## config.mk

```make
export PLATFORM = sky130hd
export DESIGN_NAME = alu_sequencer
export DESIGN_NICKNAME = d
export VERILOG_FILES = /design/src/rtl/alu_sequencer.sv
export SDC_FILE = /design/constraint.sdc
export NUM_CORES = 1
export LEC_CHECK = 0
export ABC_AREA = 0
export CAP_MARGIN = 15
export CORE_ASPECT_RATIO = 1.1
export CORE_MARGIN = 2
export CORE_UTILIZATION = 45
export DETAILED_ROUTE_END_ITERATION = 6
export PLACE_DENSITY_LB_ADDON = 0.3
export SLEW_MARGIN = 20
export SYNTH_ARGS = -nofsm -noshare
export SYNTH_HDL_FRONTEND = slang
export SYNTH_SLANG_ARGS = --single-unit
```

## constraint.sdc

```tcl
create_clock -name clk -period 2.32 [get_ports clk]
set_clock_uncertainty 0.2 [all_clocks]
set_input_delay 0.232 -clock clk [delete_from_list [all_inputs] [get_ports clk]]
set_output_delay 0.232 -clock clk [all_outputs]
set_load 0.005 [all_outputs]
```

## src/rtl/alu_sequencer.sv

```systemverilog
// alu_sequencer: sequential front end for an external 16-bit combinational ALU.
// Ports: cmd_* valid/ready command input (load immediate or ALU op), alu_* registered
//   operands out and result/flags back in, rsp_* valid/ready result output,
//   dbg_addr/dbg_data combinational register-file read port.
// Latency: load responds the edge after accept; ALU op responds one EXEC cycle later.
// Backpressure: one command in flight; cmd_ready stays low until the response handshakes.
module alu_sequencer #(
  parameter int NREG = 4
) (
  input  logic        clk,
  input  logic        rst_n,
  input  logic        cmd_valid,
  output logic        cmd_ready,
  input  logic        cmd_load,
  input  logic [2:0]  cmd_op,
  input  logic [1:0]  cmd_dst,
  input  logic [1:0]  cmd_srca,
  input  logic [1:0]  cmd_srcb,
  input  logic        cmd_cin,
  input  logic [15:0] cmd_imm,
  output logic [15:0] alu_A,
  output logic [15:0] alu_B,
  output logic        alu_C,
  output logic [2:0]  alu_opcode,
  input  logic [15:0] alu_W,
  input  logic        alu_zer,
  input  logic        alu_neg,
  output logic        rsp_valid,
  input  logic        rsp_ready,
  output logic [15:0] rsp_data,
  output logic        rsp_zer,
  output logic        rsp_neg,
  input  logic [1:0]  dbg_addr,
  output logic [15:0] dbg_data
);

  typedef enum logic [1:0] {
    IDLE = 2'd0,
    EXEC = 2'd1,
    RESP = 2'd2
  } state_t;

  state_t      state_q, state_d;

  logic [15:0] rf_q [NREG];
  logic [1:0]  dst_q;
  logic [15:0] alu_a_q, alu_b_q;
  logic        alu_c_q;
  logic [2:0]  alu_op_q;
  logic [15:0] rsp_data_q;
  logic        rsp_zer_q, rsp_neg_q;

  // Decoded control from the FSM process.
  logic        alu_issue;
  logic        wr_en;
  logic [1:0]  wr_addr;
  logic [15:0] wr_data;
  logic        wr_zer, wr_neg;

  always_ff @(posedge clk or negedge rst_n) begin
    if (!rst_n) begin
      state_q <= IDLE;
    end else begin
      state_q <= state_d;
    end
  end

  // Next state, handshake outputs and the single register-file write port.
  // A load writes at its accept edge; an ALU op writes at the EXEC closing edge.
  always_comb begin
    state_d   = state_q;
    cmd_ready = 1'b0;
    rsp_valid = 1'b0;
    alu_issue = 1'b0;
    wr_en     = 1'b0;
    wr_addr   = dst_q;
    wr_data   = alu_W;
    wr_zer    = alu_zer;
    wr_neg    = alu_neg;
    case (state_q)
      IDLE: begin
        cmd_ready = 1'b1;
        if (cmd_valid) begin
          if (cmd_load) begin
            wr_en   = 1'b1;
            wr_addr = cmd_dst;
            wr_data = cmd_imm;
            wr_zer  = (cmd_imm == 16'h0000);
            wr_neg  = cmd_imm[15];
            state_d = RESP;
          end else begin
            alu_issue = 1'b1;
            state_d   = EXEC;
          end
        end
      end
      EXEC: begin
        wr_en   = 1'b1;
        state_d = RESP;
      end
      RESP: begin
        rsp_valid = 1'b1;
        if (rsp_ready) begin
          state_d = IDLE;
        end
      end
      default: begin
        state_d = IDLE;
      end
    endcase
  end

  // Operands are sampled from the register file before any write at the same
  // edge, so srca == srcb == dst sees the old contents.
  always_ff @(posedge clk or negedge rst_n) begin
    if (!rst_n) begin
      for (int i = 0; i < NREG; i++) begin
        rf_q[i] <= 16'h0000;
      end
      dst_q      <= 2'd0;
      alu_a_q    <= 16'h0000;
      alu_b_q    <= 16'h0000;
      alu_c_q    <= 1'b0;
      alu_op_q   <= 3'd0;
      rsp_data_q <= 16'h0000;
      rsp_zer_q  <= 1'b0;
      rsp_neg_q  <= 1'b0;
    end else begin
      if (alu_issue) begin
        alu_a_q  <= rf_q[cmd_srca];
        alu_b_q  <= rf_q[cmd_srcb];
        alu_c_q  <= cmd_cin;
        alu_op_q <= cmd_op;
        dst_q    <= cmd_dst;
      end
      if (wr_en) begin
        rf_q[wr_addr] <= wr_data;
        rsp_data_q    <= wr_data;
        rsp_zer_q     <= wr_zer;
        rsp_neg_q     <= wr_neg;
      end
    end
  end

  assign alu_A      = alu_a_q;
  assign alu_B      = alu_b_q;
  assign alu_C      = alu_c_q;
  assign alu_opcode = alu_op_q;
  assign rsp_data   = rsp_data_q;
  assign rsp_zer    = rsp_zer_q;
  assign rsp_neg    = rsp_neg_q;
  assign dbg_data   = rf_q[dbg_addr];

endmodule

```

# Word level (Yosys, flattened, before mapping)
# Index checks and enable logic that the tools add are counted.
[totals]
ff_bits = 122
latch_bits = 0
mem_count = 0
mem_bits_rw = 0
wordCells = 66
romBits = 0
[classes]
n_bitwise = 4
div_mod_pow = 0
mux = 36
n_addsub = 0
n_reduce_logical = 4
eq_ne = 4
order_cmp = 5
shifts = 0
multipliers = 0
[ops]
columns = ["operator", "n"]
rows = [
  ["16-bit two-way mux", 10],
  ["16-bit binary-select mux with 2-bit select", 3],
  ["64-bit bitwise mux", 1],
  ["16-bit demux with 2-bit select", 1],
  ["16-bit logical NOT", 1],
  ["1-bit two-way mux", 13],
  ["3-bit greater-or-equal comparator, second input constant", 4],
  ["2-bit two-way mux", 6],
  ["2-bit inverter with 3-bit output", 4],
  ["2-bit one-hot mux with 3 select lines", 1],
  ["2-bit inequality test, second input constant", 2],
  ["3-bit by 1-bit < comparator with 1-bit output, second input constant", 1],
  ["2-bit by 1-bit == test with 1-bit output, second input constant", 1],
  ["2-bit == test, second input constant", 1],
  ["2-bit logical NOT", 1],
  ["1-bit one-hot mux with 2 select lines", 1],
  ["2-bit AND reduction", 1],
  ["1-bit logical AND", 1],
]

# Depth between registers and ports, before layout
# Gate-level depths: netlist of run 1.
[logic_depth]
word_depth = 9
ltp_mapped = 7
ltp_nobuf = 4

# Worst setup path after synthesis of run 1
# OpenSTA, ideal clock, no wires.
[synth_path]
path_kind = "reg2reg"
from = "register state_q[1]"
to = "register rf_q[22] (netlist bit)"
path_stages_with_launch = 7
t_arrival_ns = 1.742
synth_period_minus_slack_ns = 2.067
slack_ns = 0.253
setup_ns = 0.125
path_cell_list = "dfrtp_1 -> nor4bb_1 -> buf_4 -> buf_12 -> buf_4 -> mux2_2 -> mux2_4"
[synth_between]
elab_chain_len = 8
elab_cells_between_ends = 12
[synth_lines]
columns = ["element", "line_no", "source"]
rows = [
  ["start: declaration", "43", "state_t state_q, state_d;"],
  ["start signal: assignment", "64", "state_q <= state_d;"],
  ["2-bit logical NOT", "80", "case (state_q)"],
  ["2-bit two-way mux", "80", ""],
  ["2-bit inverter with 3-bit output (implied by the code)", "137", "rf_q[wr_addr] <= wr_data;"],
  ["3-bit greater-or-equal comparator (implied by the code) or 3-bit by 1-bit < comparator with 1-bit output (tied branches)", "137", ""],
  ["1-bit logical AND (implied by the code)", "137", ""],
  ["16-bit two-way mux (implied by the code)", "137", ""],
  ["16-bit demux with 2-bit select", "137", ""],
  ["64-bit bitwise mux", "137", ""],
  ["end signal: indexed assignment", "137", ""],
  ["end: declaration", "45", "logic [15:0] rf_q [NREG];"],
]
# Parallel ways exist; a longest one is shown, timed or not.
# A chain may end at the register's enable or synchronous reset.

# Worst setup path in the final report of run 1
[layout_path]
from = "register rf_q[12] (netlist bit)"
to = "output dbg_data[12]"
[layout_between]
elab_chain_len = 3
[layout_lines]
columns = ["element", "line_no", "source"]
rows = [
  ["16-bit binary-select mux with 2-bit select", "152", "assign dbg_data = rf_q[dbg_addr];"],
  ["16-bit two-way mux (implied by the code) (2 in a row)", "152", ""],
  ["end: declaration", "34", "output logic [15:0] dbg_data"],
]
# Every way passes these cells. The select of a mux whose other input is x is not followed.

==> metrics.md, run 1 <==
| Metric | Value |
|---|---|
| Clk_lat worst skew | between 0.4 and 0.5 ns |
| Share of cells above drive strength 1 | between 40% and 50% |
| Initial Util | between 40% and 50% |
| First-pass GRT wire length | 24100 microns |
| Fin. max-slew vios | 0 |
| Longest Clk Path Bufs | 2 |
| Most frequent cells in the layout | dfrtp_1 (122), clkdlybuf4s50_1 (120), mux2_2 (94) |
| Routed vias | 3834 |
| Final Setup Violations | 0 |
| Period utilization | approximately 100% |
| Yosys reg bits | between 100 and 150 |
| Area delta synth->final | 37.1% |
| Worst EP required | ~1.9 ns |
| Iter 0 DRT Violations | 145 |
| Yosys warnings | 0 |
| Commonest non-fill, non-tap cell in the layout | dfrtp_1 |
| Vias per inst | 5.42 |
| Register area share after synthesis | 49.0% |
| Die W | 116 microns |
| GRT overflow | 0 |
| Hpwl dp | 10500 microns |
| Clk sinks | 122 |
| Post-synthesis cell type count | 29 |
| Leak | between 3 and 4 nW |
| Wire per inst | approximately 21 microns |
| Die height | around 130 microns |
| Post-layout minimum cycle time | 2.27 ns |
| Total GRT Usage | between 20 and 25% |
| CTS Buf Count | 17 |
| Root Driver | clkbuf_16 |
| Syn Nets | 414 |
| RSZ-0062 raised after global routing | false |
| Kind of critical path | reg2out |
| Final hold vios | 0 |
| Worst-margin pin slew | 0.447 ns |
| Relative slew slack | a little over two thirds |
| Setup TNS | 0 ns |
| Critical path arrival | about 1.8 ns |
| Max VDD drop | 0.538 mV |
| Largest net degree at the start of global routing | 43 |
| Total wire length | 15000 microns |
| Initial antenna violation count | 0 |
| Fill cells | about 1000 |
| Syn_area_per_cell | between 15 and 20 sq um |
| Synthesized area | 6230 sq um |
| Worst slack at placement | -0.157 ns |
| H-tree levels | 4 |
| Outcome | finished, final reports clean |
| Row count | 45 |
| Core box area | 13700 sq um |
| HP Class | in2async |
| Number of top-level pins | 123 |
| Fmax | roughly 0.44 GHz |
| Slowest-stage cell, CP | mux4_2 |
| Ant diodes | 0 |
| Power density over the cells | 1250 nW/um^2 |
| Max-cap violations | 0 |
| Port bufs | 122 |
| Die area | approximately 15000 sq um |
| Final std cells w/o fill | 707 |
| DRC viols | 0 |
| Postcts setup bufs | 0 |
| Nets | 558 |
| Worst setup margin | 0.0499 ns |
| Mapped Cells | about 360 |
| DP Area | 7890 sq um |
| Via count of the first global-routing pass | 4244 |
| Placed cells | between 600 and 700 |
| Fin area | 8540 sq um |
| Startpoint Class | register |
| Design Power | around 11 mW |
| Worst-path cell chain | mux4_2 > clkdlybuf4s50_1 |
| CP peak stage delay | 0.54 ns |
| 1st-pass router iterations | 4 |
| Crit path capture type | primary output |
| Clock transition at the registers of the reported paths | 0.05 ns |
| Worst-path maximum fanout | 4 |
| CTS tree | done |
| Final ANT Viol Nets | 0 |
| RD Place Congestion | around 0.8 |
-- path summary, 6_finish.rpt --
path	cells after the start	start	slack [ns]	end
setup / recovery	2	rf_q[12]$_DFFE_PN0P_	0.05	dbg_data[12]
hold / removal	2	rst_n	0.10	alu_opcode[1]$_DFFE_PN0P_
setup reg to reg	6	state_q[1]$_DFFE_PN0P_	0.15	rf_q[50]$_DFFE_PN0P_
hold reg to reg	1	alu_B[13]$_DFFE_PN0P_	0.30	alu_B[13]$_DFFE_PN0P_
max in group asynchronous	3	rst_n	1.24	rsp_data[6]$_DFFE_PN0P_
min in group clk	3	rsp_ready	0.19	state_q[1]$_DFFE_PN0P_
-- timing repair --
| action | 4_1_cts | 5_1_grt |
|---|---|---|
| endpoints found under the setup margin | 16 | 7 |
| hold buffers | 1 | 0 |
| resized for setup | 2 | 2 |
| hold endpoints to repair | 122 | 0 |
| pin swaps | 0 | 0 |
| gates cloned | 1 | 0 |
-- cell type report --
cell class | instances | area, sq um | share of cell area [%]
flip-flops and latches | 122 | 3050 | 35.7
multi-input cells | 214 | 3000 | 35.2
repair buffers | 151 | 1640 | 19.2
clock buffers | 22 | 464 | 5.43
well taps | 188 | 235 | 2.75
clock inverters | 9 | 145 | 1.70
inverters | 1 | 3.75 | 0.0439
-- report_power, final --
group | leakage, nW | switching [mW] | internal [mW] | total [mW]
Sequential | 1.47 | 0.816 | 3.14 | 3.96
Combinational | 1.82 | 1.08 | 2.87 | 3.95
Clock | 0.304 | 0.922 | 1.84 | 2.76
-- critical path, delay by kind of cell, from the launching register on --
kind / cells / cell delay [ns]
buffers and inverters: 1 / 0.47
DFF: 1 / 0.42
muxes: 1 / 0.54
-- per-stage QoR --
step           utilization, %  hold slack (ns)
2_1_floorplan               -           -0.264
3_3_place_gp             57.7          0.00809
3_5_place_dp             57.7           0.0101
4_1_cts                  62.5            0.103
5_1_grt                  62.4            0.151
6_report                 62.4            0.104
-- flip-flops by register name, indices dropped and copies added (netlist names) --
register and cells:
rsp_data 16, alu_C 1, rf_q 64, rsp_zer 1, alu_A 16, dst_q 2
alu_B 16, state_q 2, rsp_neg 1, alu_opcode 3
-- routing by layer --
layer | routed length (microns) | vias to the layer above | part of all wire, % | global-route usage, %
met2 | 7550 | 107 | 50 | 36.0
li1 | - | 1700 | - | -
met1 | 6410 | 1998 | 43 | 29.0
met5 | 0 | - | 0 | 0
met4 | 400 | 0 | 2.7 | 9.52
met3 | 625 | 29 | 4.2 | 5.17
-- cells in the mapped netlist --
master	n	area, sq um
a21o_1	1	7.51
a21oi_1	3	15.0
a22oi_1	1	7.51
and3_2	1	7.51
and3b_2	2	20.0
and4_1	1	8.76
buf_1	2	7.51
buf_12	3	60.1
buf_2	12	60.1
buf_4	2	15.0
buf_6	3	33.8
clkbuf_1	4	15.0
dfrtp_1	122	3050
inv_1	1	3.75
mux2_2	94	1060
mux2_4	40	601
mux2i_1	1	10.0
mux4_2	48	1080
nand2_1	2	7.51
nor2_1	4	15.0
nor2_2	2	12.5
nor2b_1	1	6.26
nor3_1	1	5.00
nor3b_1	2	15.0
nor3b_2	1	12.5
nor4_1	4	25.0
nor4bb_1	1	10.0
o21a_1	1	7.51
o21ai_4	3	48.8
-- kinds of logic after synthesis --
kind of cell | count (synthesis) | synth area share [%]
flip-flops | 122 | 49.0
buffers and inverters | 27 | 3.13
AO/OA/AOI/OAI | 9 | 1.39
AND/OR/NAND/NOR | 22 | 2.33
multiplexers | 183 | 44.1
(Power assumes the default switching activity.)
==> inputs of run 2 (changes only) <==
--- a/config.mk
+++ b/config.mk
@@ -6,12 +6,14 @@
 export NUM_CORES = 1
 export LEC_CHECK = 0
 export ABC_AREA = 0
-export CAP_MARGIN = 15
+export CAP_MARGIN = 20
 export CORE_ASPECT_RATIO = 1.1
 export CORE_MARGIN = 2
 export CORE_UTILIZATION = 45
 export DETAILED_ROUTE_END_ITERATION = 6
+export GPL_TIMING_DRIVEN = 0
 export PLACE_DENSITY_LB_ADDON = 0.3
+export SKIP_LAST_GASP = 1
 export SLEW_MARGIN = 20
 export SYNTH_ARGS = -nofsm -noshare
 export SYNTH_HDL_FRONTEND = slang
==> metrics.md, run 2 (synthesized netlist as in run 1, its figures left out) <==
| Metric | Value |
|---|---|
| Worst-margin pin slew | 0.762 ns (was 0.447 ns) |
| Outcome | finished, final reports clean (unchanged) |
| Worst-path cell chain | nor4bb_1 > buf_4 > buf_12 > buf_8 > mux2_2 > mux2_4 (was mux4_2 > clkdlybuf4s50_1) |
| CP peak stage delay | 0.42 ns (was 0.54 ns) |
| Combinational Power Share | 37.8% (was 37.0%) |
| Commonest non-fill, non-tap cell in the layout | dfrtp_1 (unchanged) |
| Clock transition at the registers of the reported paths | 0.06 ns (was 0.05 ns) |
| Worst setup margin | 0.0697 ns (was 0.0499 ns) |
| Ant diodes | 0 (unchanged) |
| Worst R2R End | rf_q[19]$_DFFE_PN0P_ (was rf_q[50]$_DFFE_PN0P_) |
| Total wire length | 15000 microns (about the same) |
| Vias per inst | 5.46 (was 5.42) |
| Period utilization | 97.0% (was 97.8%) |
| Leak | 3.48 nW (was 3.59 nW) |
| Initial Util | 45.5% (unchanged) |
| Final hold vios | 0 (unchanged) |
| Worst EP required | 2.41 ns (was 1.89 ns) |
| Final hold slack | 0.135 ns (was 0.104 ns) |
| Largest net degree at the start of global routing | 72 (was 43) |
| Clk sinks | 122 (unchanged) |
| Longest Clk Path Bufs | 2 (unchanged) |
| Root Driver | clkbuf_16 (unchanged) |
| Crit path capture type | register (was primary output) |
| HP Class | in2async (unchanged) |
| Total GRT Usage | 22.1% (was 22.3%) |
| FF-to-FF Start | state_q[0]$_DFFE_PN0P_ (was state_q[1]$_DFFE_PN0P_) |
| Die height | 127 microns (unchanged) |
| H-tree levels | 4 (unchanged) |
| Area delta synth->final | 32.9% (was 37.1%) |
| Nets | 553 (was 558) |
| Final Setup Violations | 0 (unchanged) |
| Max VDD drop | 0.659 mV (was 0.538 mV) |
| Port bufs | 116 (was 122) |
| Clk_lat worst skew | 0.41 ns (was 0.42 ns) |
| Fill cells | 1063 (was 1036) |
| NetSw | 2.79 mW (was 2.82 mW) |
| Most frequent cells in the layout | dfrtp_1 (122), clkdlybuf4s50_1 (115), mux2_2 (93) (was dfrtp_1 (122), clkdlybuf4s50_1 (120), mux2_2 (94)) |
| 1st-pass router iterations | 4 (unchanged) |
| Fmax | 0.444 GHz (was 0.441 GHz) |
| Area of the multi-input gates | 2990 sq um (was 3000 sq um) |
| Slowest-stage cell, CP | dfrtp_1 (was mux4_2) |
| GRT overflow | 0 (unchanged) |
| Core Util, Final | 60.5% (was 62.4%) |
| Worst slack at placement | -0.287 ns (was -0.157 ns) |
| Clock power share | 24.2% (was 25.9%) |
| RSZ-0062 raised after global routing | true (was false) |
| Initial antenna violation count | 0 (unchanged) |
| Hpwl dp | 10600 microns (was 10500 microns) |
| R2r setup slk | 0.07 ns (was 0.15 ns) |
| Largest Register | rf_q (unchanged) |
| Power density over the cells | 1250 nW/um^2 (about the same) |
| Die area | 14800 sq um (unchanged) |
| Seq. cell area | 3050 sq um (unchanged) |
| Iter 0 DRT Violations | 171 (was 145) |
| Int Power | 7.56 mW (was 7.85 mW) |
| Worst-path maximum fanout | 10 (was 4) |
| Fin. max-slew vios | 0 (unchanged) |
| Max FFs per register | 64 (unchanged) |
| Share of cells above drive strength 1 | 47.9% (was 48.4%) |
| Die W | 116 microns (unchanged) |
| Worst setup endpoint | rf_q[19]$_DFFE_PN0P_ (was dbg_data[12]) |
| Startpoint Class | register (unchanged) |
| Setup TNS | 0 ns (unchanged) |
| CTS Buf Count | 17 (unchanged) |
| Switching Share | 26.9% (was 26.4%) |
| Relative slew slack | 49.2% (was 70.2%) |
| First-pass GRT wire length | 23900 microns (was 24100 microns) |
| Kind of critical path | reg2reg (was reg2out) |
| Final std cells w/o fill | 702 (was 707) |
| Flop pwr share | 38.0% (was 37.1%) |
| Row count | 45 (unchanged) |
| Via count of the first global-routing pass | 4206 (was 4244) |
| Reg2reg path depth | 6 (unchanged) |
| DRC viols | 0 (unchanged) |
| RD Place Congestion | 0.800 (was 0.802) |
| Wire per inst | 21.4 microns (was 21.2 microns) |
| Max-cap violations | 0 (unchanged) |
| Placed cells | 668 (was 674) |
| Core box area | 13700 sq um (unchanged) |
| CTS tree | done (unchanged) |
| CP Launch Point | state_q[0]$_DFFE_PN0P_ (was rf_q[12]$_DFFE_PN0P_) |
| Post-layout minimum cycle time | 2.25 ns (was 2.27 ns) |
| Number of top-level pins | 123 (unchanged) |
| Critical path arrival | 2.34 ns (was 1.84 ns) |
| Final ANT Viol Nets | 0 (unchanged) |
| Routed vias | 3835 (was 3834) |
-- run 2: cell count changes in the layout (fill, tap and decap cells not counted), moves of 3 or more --
cell             change
buf_2               +11
clkdlybuf4s50_1      -5
bufinv_16            -3
buf_12              -10
clkbuf_8             +3
buf_6                +4
buf_4               -11
-- run 2: power by group through the flow --
stage | combinational (mW) | sequential, mW | clock [mW]
3_5_place_dp | 3.92 | 3.96 | 0
4_1_cts | 3.95 | 3.94 | 2.55
5_1_grt | 4.17 | 4.08 | 2.65
2_1_floorplan | 2.23 | 3.77 | 0
6_report | 3.91 | 3.94 | 2.50
3_3_place_gp | 3.85 | 3.84 | 0
-- run 2: metrics by stage --
| stage | power (mW) | area [sq um] |
|---|---|---|
| after floorplan | 6.00 | 6230 |
| after global placement | 7.70 | 7630 |
| after detailed placement | 7.88 | 7650 |
| after CTS | 10.4 | 8240 |
| after global routing | 10.9 | 8280 |
| final | 10.4 | 8280 |
-- run 2: how the worst min path moves through the flow --
stage / end / slack (ns) / depth (start not counted)
finish: alu_opcode[1]$_DFFE_PN0P_ / 0.14 / 2
global route: alu_opcode[1]$_DFFE_PN0P_ / 0.18 / 2
CTS: alu_opcode[1]$_DFFE_PN0P_ / 0.15 / 2
detailed placement: alu_opcode[1]$_DFFE_PN0P_ / 0.02 / 1
global placement: alu_B[10]$_DFFE_PN0P_ / 0.29 / 1
floorplan: alu_A[0]$_DFFE_PN0P_ / -0.26 / 0
-- run 2: final cells by class --
cell class | count | area share (%)
Buffer | 26 | 2.51
Inverter | 1 | 0.0453
Clock inverter | 7 | 0.786
Timing Repair Buffer | 120 | 14.8
Multi-Input combinational cell | 214 | 36.1
Tap cell | 188 | 2.84
Sequential cell | 122 | 36.9
Clock buffer | 24 | 6.06
-- run 2: timing repair --
action / CTS / global route
setup endpoints to repair: 11 / 30
buffers inserted: 0 / 2
pin swaps: 0 / 2
hold buffers: 1 / 0
endpoints found under the hold margin: 51 / 0
resized for setup: 3 / 5
-- run 2: worst max-delay path, delay by kind of cell (launching register included) --
kind / cells / cell delay [ns]
buf+inv: 3 / 0.50
flops: 1 / 0.42
mux: 2 / 0.70
simple gates: 1 / 0.30
-- run 2: routing by layer --
| metal | vias to the layer above | GRT usage [%] | routed length, microns |
|---|---|---|---|
| met1 | 2010 | 29.0 | 6390 |
| met4 | 0 | 8.75 | 313 |
| met2 | 117 | 35.0 | 7510 |
| li1 | 1691 | - | - |
| met5 | - | 0 | 0 |
| met3 | 17 | 6.07 | 813 |
